## src/rtl/shift_right_seq_if.sv

```systemverilog
// Start/busy/done handshake and operand/result bus between the ALU control FSM
// (master) and the multi-cycle right shifter (slave).
interface shift_right_seq_if #(
    parameter int N   = 8,
    parameter int SHW = 3
);
    logic           start;
    logic           arith;
    logic           rot;
    logic [N-1:0]   dataa;
    logic [SHW-1:0] shamt;
    logic           busy;
    logic           done;
    logic [N-1:0]   dataout;

    modport master (
        output start, arith, rot, dataa, shamt,
        input  busy, done, dataout
    );

    modport slave (
        input  start, arith, rot, dataa, shamt,
        output busy, done, dataout
    );
endinterface

```

## src/rtl/shift_right_seq.sv

```systemverilog
// Multi-cycle right shifter: one bit position per clock, logical or arithmetic fill.
// Define SHIFT_ROTATE_EN to add rotate-right fill selected by the latched rot bit.
module shift_right_seq #(
    parameter int N   = 8,
    parameter int SHW = 3
) (
    input logic              clk,
    input logic              rst_n,
    shift_right_seq_if.slave bus
);
    // state | meaning
    // IDLE  | waiting for start; dataout holds the last result
    // SHIFT | shifting one position per clock; busy high
    // DONE  | one-cycle completion pulse; a new start is accepted here
    localparam logic [1:0] S_IDLE  = 2'd0;
    localparam logic [1:0] S_SHIFT = 2'd1;
    localparam logic [1:0] S_DONE  = 2'd2;

    logic [1:0]     state_q, state_d;
    logic [SHW-1:0] cnt_q, cnt_d;
    logic [N-1:0]   data_q, data_d;
    logic           arith_q, arith_d;
    logic           fill;

`ifdef SHIFT_ROTATE_EN
    logic rot_q, rot_d;

    assign fill = rot_q ? data_q[0] : (arith_q & data_q[N-1]);
`else
    logic rot_unused;

    assign rot_unused = bus.rot;
    assign fill       = arith_q & data_q[N-1];
`endif

    always_comb begin
        state_d = state_q;
        cnt_d   = cnt_q;
        data_d  = data_q;
        arith_d = arith_q;
`ifdef SHIFT_ROTATE_EN
        rot_d   = rot_q;
`endif
        case (state_q)
            S_IDLE, S_DONE: begin
                if (bus.start) begin
                    data_d  = bus.dataa;
                    cnt_d   = bus.shamt;
                    arith_d = bus.arith;
`ifdef SHIFT_ROTATE_EN
                    rot_d   = bus.rot;
`endif
                    state_d = (bus.shamt == '0) ? S_DONE : S_SHIFT;
                end else begin
                    state_d = S_IDLE;
                end
            end
            S_SHIFT: begin
                data_d = {fill, data_q[N-1:1]};
                cnt_d  = cnt_q - SHW'(1);
                if (cnt_q == SHW'(1)) begin
                    state_d = S_DONE;
                end
            end
            default: state_d = S_IDLE;
        endcase
    end

    always_ff @(posedge clk or negedge rst_n) begin
        if (!rst_n) begin
            state_q <= S_IDLE;
            cnt_q   <= '0;
            data_q  <= '0;
            arith_q <= 1'b0;
`ifdef SHIFT_ROTATE_EN
            rot_q   <= 1'b0;
`endif
        end else begin
            state_q <= state_d;
            cnt_q   <= cnt_d;
            data_q  <= data_d;
            arith_q <= arith_d;
`ifdef SHIFT_ROTATE_EN
            rot_q   <= rot_d;
`endif
        end
    end

    // Status flags decode the state register directly, so they cannot glitch.
    assign bus.busy    = (state_q == S_SHIFT);
    assign bus.done    = (state_q == S_DONE);
    assign bus.dataout = data_q;
endmodule

```

## src/flat_wrapper.sv

```systemverilog
// flat-port wrapper written by rule: the top's interface ports become plain ports
module shift_right_seq_flat 
#(
    parameter int N   = 8,
    parameter int SHW = 3
)
  (clk, rst_n, bus_start, bus_arith, bus_rot, bus_dataa, bus_shamt, bus_busy, bus_done, bus_dataout);
  shift_right_seq_if #(.N(N), .SHW(SHW)) bus_i ();
  input logic clk;
  input logic rst_n;
  input wire logic [$bits(bus_i.start)-1:0] bus_start;
  input wire logic [$bits(bus_i.arith)-1:0] bus_arith;
  input wire logic [$bits(bus_i.rot)-1:0] bus_rot;
  input wire logic [$bits(bus_i.dataa)-1:0] bus_dataa;
  input wire logic [$bits(bus_i.shamt)-1:0] bus_shamt;
  output wire logic [$bits(bus_i.busy)-1:0] bus_busy;
  output wire logic [$bits(bus_i.done)-1:0] bus_done;
  output wire logic [$bits(bus_i.dataout)-1:0] bus_dataout;
  assign bus_i.start = bus_start;
  assign bus_i.arith = bus_arith;
  assign bus_i.rot = bus_rot;
  assign bus_i.dataa = bus_dataa;
  assign bus_i.shamt = bus_shamt;
  assign bus_busy = bus_i.busy;
  assign bus_done = bus_i.done;
  assign bus_dataout = bus_i.dataout;
  shift_right_seq #(.N(N), .SHW(SHW)) u_core (.clk(clk), .rst_n(rst_n), .bus(bus_i));
endmodule
```

## config.mk

```make
export PLATFORM = sky130hd
export DESIGN_NAME = shift_right_seq_flat
export DESIGN_NICKNAME = d
export VERILOG_FILES = /design/src/rtl/shift_right_seq_if.sv /design/src/rtl/shift_right_seq.sv /design/src/flat_wrapper.sv
export SDC_FILE = /design/constraint.sdc
export NUM_CORES = 1
export LEC_CHECK = 0
export BUFFER_PORTS_ARGS = -buffer_cell sky130_fd_sc_hd__buf_2
export CORE_UTILIZATION = 35
export CTS_CLUSTER_SIZE = 10
export DETAILED_ROUTE_END_ITERATION = 12
export SLEW_MARGIN = 5
export SYNTH_ARGS = -nofsm -noshare
export SYNTH_HDL_FRONTEND = slang
export SYNTH_SLANG_ARGS = --single-unit
```

## constraint.sdc

```tcl
create_clock -name clk -period 1.46 [get_ports clk]
set_input_delay 0.073 -clock clk [delete_from_list [all_inputs] [get_ports clk]]
set_output_delay 0.073 -clock clk [all_outputs]
set_load 0.01 [all_outputs]
```

==> impl_summary.md <==
Clock network
Counting along the longest clock path gives a buffer depth of 2. Hold repair after CTS inserted 2 buffers. The TritonCTS buffer count is 3. The clock reaches the later pin of the worst-skew pair after 0.28 ns.

The number of H-tree levels is 1. The clock slew at the register clock pins of the worst setup and hold paths is 0.09 ns. The CTS tree is built.

Post-CTS repair changed the size of 0 cells. Once the clock tree was built, the setup fixing pass inserted 0 buffers. The cell sitting at the root of the clock tree is a sky130_fd_sc_hd__clkbuf_4. Clock tree synthesis found a total of 14 sinks.

Setup path
STA classifies the critical path endpoint as a flop. The number of buffers and inverters on the critical path is 0. The critical register-to-register path endpoint is u_core.bus.dataout[7].

The data required time at the worst endpoint is 1.64 ns. In this run the register-to-register setup slack is 0.22 ns. The largest fanout on the critical path is 4. The kind of cell with the highest combined delay along the critical path is flip-flops. STA classifies the critical path startpoint as a flop.

The worst setup path is of the reg -> reg kind. In this run the number of cells on the critical path is 3. The critical path goes through nand2b_1 -> mux2_2 -> a22o_1. The critical path endpoint is u_core.bus.dataout[7]. The worst register-to-register path has a depth of 3. The most critical setup path has its startpoint at u_core.state_q[0].

The data arrival time of the critical path is 1.42 ns. The worst stage delay on the critical path is 0.42 ns. The startpoint identified for the worst register-to-register timing path is u_core.state_q[0].

On the critical path, the stage with the largest delay is an instance of sky130_fd_sc_hd__dfrtp_1.

Synth
The mapped cell area is 674 um^2. The average instance area after synthesis is 9.37 um^2. The multiplexer share of the synthesized area is 1.67%. The complex-gate fraction of the synthesized area is around 16%. The synthesized-area fraction occupied by and/or/nand/nor cells is 21.3%. The synthesis-stage register bit count is 14.

The combinational family with the most area after synthesis is simple AND/OR/NAND/NOR gates. The number of instances in the synthesized netlist is 72. The number of nets in the synthesized netlist is 90. The synthesis warning total is 0.

The arithmetic-cell share of the synthesized area counting full adders, half adders and majority gates is 3.71%. The sequential area share after synthesis is roughly half. The post-synthesis cell type count is 22. After Yosys synthesis, XOR and XNOR cells account for 0% of the synthesized area.

GRT
The overall global routing resource usage is about 16%. The initial antenna violation count is 0. The number of global-route vias before repair came to roughly 550. Entering global routing, the biggest net connects 15 pins.

Global routing finished with a remaining overflow of 0. The wire length of the first global-routing pass is 2.35 mm.

Layout
The number of inserted diodes is 0. Cells fill 50.4% of the core in the end. After the last flow step, the layout net total stands at 121.

After the flow finishes, the layout carries non-filler instances totaling 127. The fraction of layout instances using a drive strength above 1 is 35.3%. Compared with the post-synthesis result, the final layout area differs by 31.9%.

Placed design
The post-detailed-placement half-perimeter wirelength is 1.05 mm. The total placed cells including tap cells is between 100 and 150. The worst slack at placement is 0.226 ns. At the end of routability-driven placement, the weighted congestion stood at around 0.74.

The quantity of I/O buffers inserted on ports is 24.

STA
Dividing the final minimum period by the clock period gives 84.8%. Setup repair after global routing left no endpoint under its margin. The worst hold-check slack is around 0.0097 ns.

The setup violation total in the final timing report is 0. The fmax is 808 MHz. The headroom to the max-slew limit is 78.3%.

Setup total negative slack on the finished layout was measured at 0 ns. The clock skew after layout is 0.00480 ns. The final critical path time including I/O delays and setup is 1.24 ns. Setup slack closes at 0.222 ns.

The number of hold violations in the final report is 0. The slew at the pin closest to its max-slew limit is 0.325 ns. The max-slew violation count was 0.

Status
The flow ran to the end, and the final reports show no timing, DRC or antenna violations.

Floorplanning
The height of the chip is between 40 and 50 um. For this configuration, the core starts out at a cell density of 38.2%. After floorplanning, the core was divided into 15 placement rows. For this design the top-level I/O count stands at 26. The total area inside the core boundary comes to 1760 um^2.

The die covers 2110 um^2. The chip width is 45.9 um.

Pwr
The worst-case IR drop observed on VDD is 0.898 mV. In this run the power density over the cells is approximately 2200 nW/um^2. The total leakage power is 0.450 nW.

Routing
After the first detailed-routing iteration, the DRC count stood at 14. The final antenna-violating net count is 0. Detailed routing inserted a total of 614 vias. Dividing the detail-routed via count by the number of cells gives 4.83. Summed over all layers, the routed wires come to 1.43 mm.

The post-detailed-route wirelength per cell is 11.3 um. The number of iterations in the first detailed-routing pass is 4. In the routed design, unresolved DRC markers number 0.

Flow run
Across the run, the number of max-cap violations was 0.

Min path
The worst hold path class is in -> reg.
-- worst reg2reg max path, cell delays in order (launching register included) --
cell,delay [ns]
sky130_fd_sc_hd__dfrtp_1,0.42
sky130_fd_sc_hd__nand2b_1,0.19
sky130_fd_sc_hd__mux2_2,0.36
sky130_fd_sc_hd__a22o_1,0.17
-- flip-flops by register name, indices dropped and copies added (netlist names) --
register            count
u_core.bus.dataout      8
u_core.arith_q          1
u_core.state_q          2
u_core.cnt_q            3
-- logic make-up (layout without fill, tap and decap cells) --
family	count (synthesis)	count (layout)
buffers and inverters	8	38
AND/OR/NAND/NOR	33	33
multiplexers	1	1
adder cells (fa/ha/maj)	2	2
flip-flops	14	14
AO/OA/AOI/OAI	14	14
-- Yosys cell counts, drive strengths merged --
master   n  share of area, %
nor2b    3               3.2
clkinv   1              0.74
buf      4               3.3
dfrtp   14                52
nand2   17               9.5
nor3     1              0.74
nor2     9               5.4
a22oi    1               1.1
o22ai    1              0.93
a31oi    6               5.6
inv      3               1.7
a22o     2               2.6
o311ai   1               1.3
nand2b   2               1.9
ha       2               3.7
nand3    1              0.74
mux2     1               1.7
o211ai   1               1.1
a221o    2               3.0
-- layer usage --
| metal | GRT usage (%) | vias up | share of wire (%) |
|---|---|---|---|
| met5 | 0 | - | 0 |
| met4 | 5.29 | 0 | 0.70 |
| met3 | 7.14 | 2 | 7.3 |
| met2 | 22.3 | 21 | 44 |
| met1 | 22.1 | 287 | 48 |
| li1 | - | 304 | - |
-- cells in the final DEF, fill, tap and decap left out --
master,n
sky130_fd_sc_hd__clkbuf_4,3
sky130_fd_sc_hd__ha_1,2
sky130_fd_sc_hd__nor2b_2,1
sky130_fd_sc_hd__nand2b_1,2
sky130_fd_sc_hd__buf_2,24
sky130_fd_sc_hd__clkbuf_8,1
sky130_fd_sc_hd__nand3_1,1
sky130_fd_sc_hd__clkinv_2,1
sky130_fd_sc_hd__o22ai_1,1
sky130_fd_sc_hd__buf_4,4
sky130_fd_sc_hd__o311ai_0,1
sky130_fd_sc_hd__nand2_1,17
sky130_fd_sc_hd__dlygate4sd3_1,2
sky130_fd_sc_hd__nor2_2,1
sky130_fd_sc_hd__nor2_1,8
sky130_fd_sc_hd__inv_1,3
sky130_fd_sc_hd__dfrtp_1,14
sky130_fd_sc_hd__a31oi_1,6
sky130_fd_sc_hd__mux2_2,1
sky130_fd_sc_hd__a22oi_1,1
sky130_fd_sc_hd__a22o_1,2
sky130_fd_sc_hd__nor3_1,1
sky130_fd_sc_hd__nor2b_1,2
sky130_fd_sc_hd__a221o_1,2
sky130_fd_sc_hd__o211ai_1,1
-- worst min-delay path by stage --
stage | from | endpoint | slack, ns | depth (start not counted)
2_1_floorplan | rst_n | u_core.arith_q | -0.22 | 0
3_3_place_gp | rst_n | u_core.cnt_q[0] | -0.008 | 1
3_5_place_dp | rst_n | u_core.cnt_q[0] | -0.005 | 1
4_1_cts | bus_dataa[7] | u_core.bus.dataout[7] | 0.002 | 2
5_1_grt | bus_dataa[7] | u_core.bus.dataout[7] | 0.003 | 2
6_report | bus_dataa[7] | u_core.bus.dataout[7] | 0.01 | 2
-- through the flow --
stage	instance area [um^2]	power, mW
floorplan	674	1.36
global placement	833	1.65
detailed placement	833	1.67
CTS	890	1.96
global route	890	2.14
finish	890	1.93
-- where the power goes --
| group | switching (mW) | internal [mW] |
|---|---|---|
| Sequential | 0.131 | 0.584 |
| Combinational | 0.503 | 0.436 |
| Clock | 0.128 | 0.152 |
| Total | 0.763 | 1.17 |
-- area by class of cell --
type,count,area [um^2]
Inverter,4,16.3
Timing Repair Buffer,30,170
Multi-Input combinational cell,50,285
Tap cell,25,31.3
Clock buffer,4,36.3
Fill cell,201,875
Sequential cell,14,350
No activity file was read; power rests on OpenSTA's default activity.
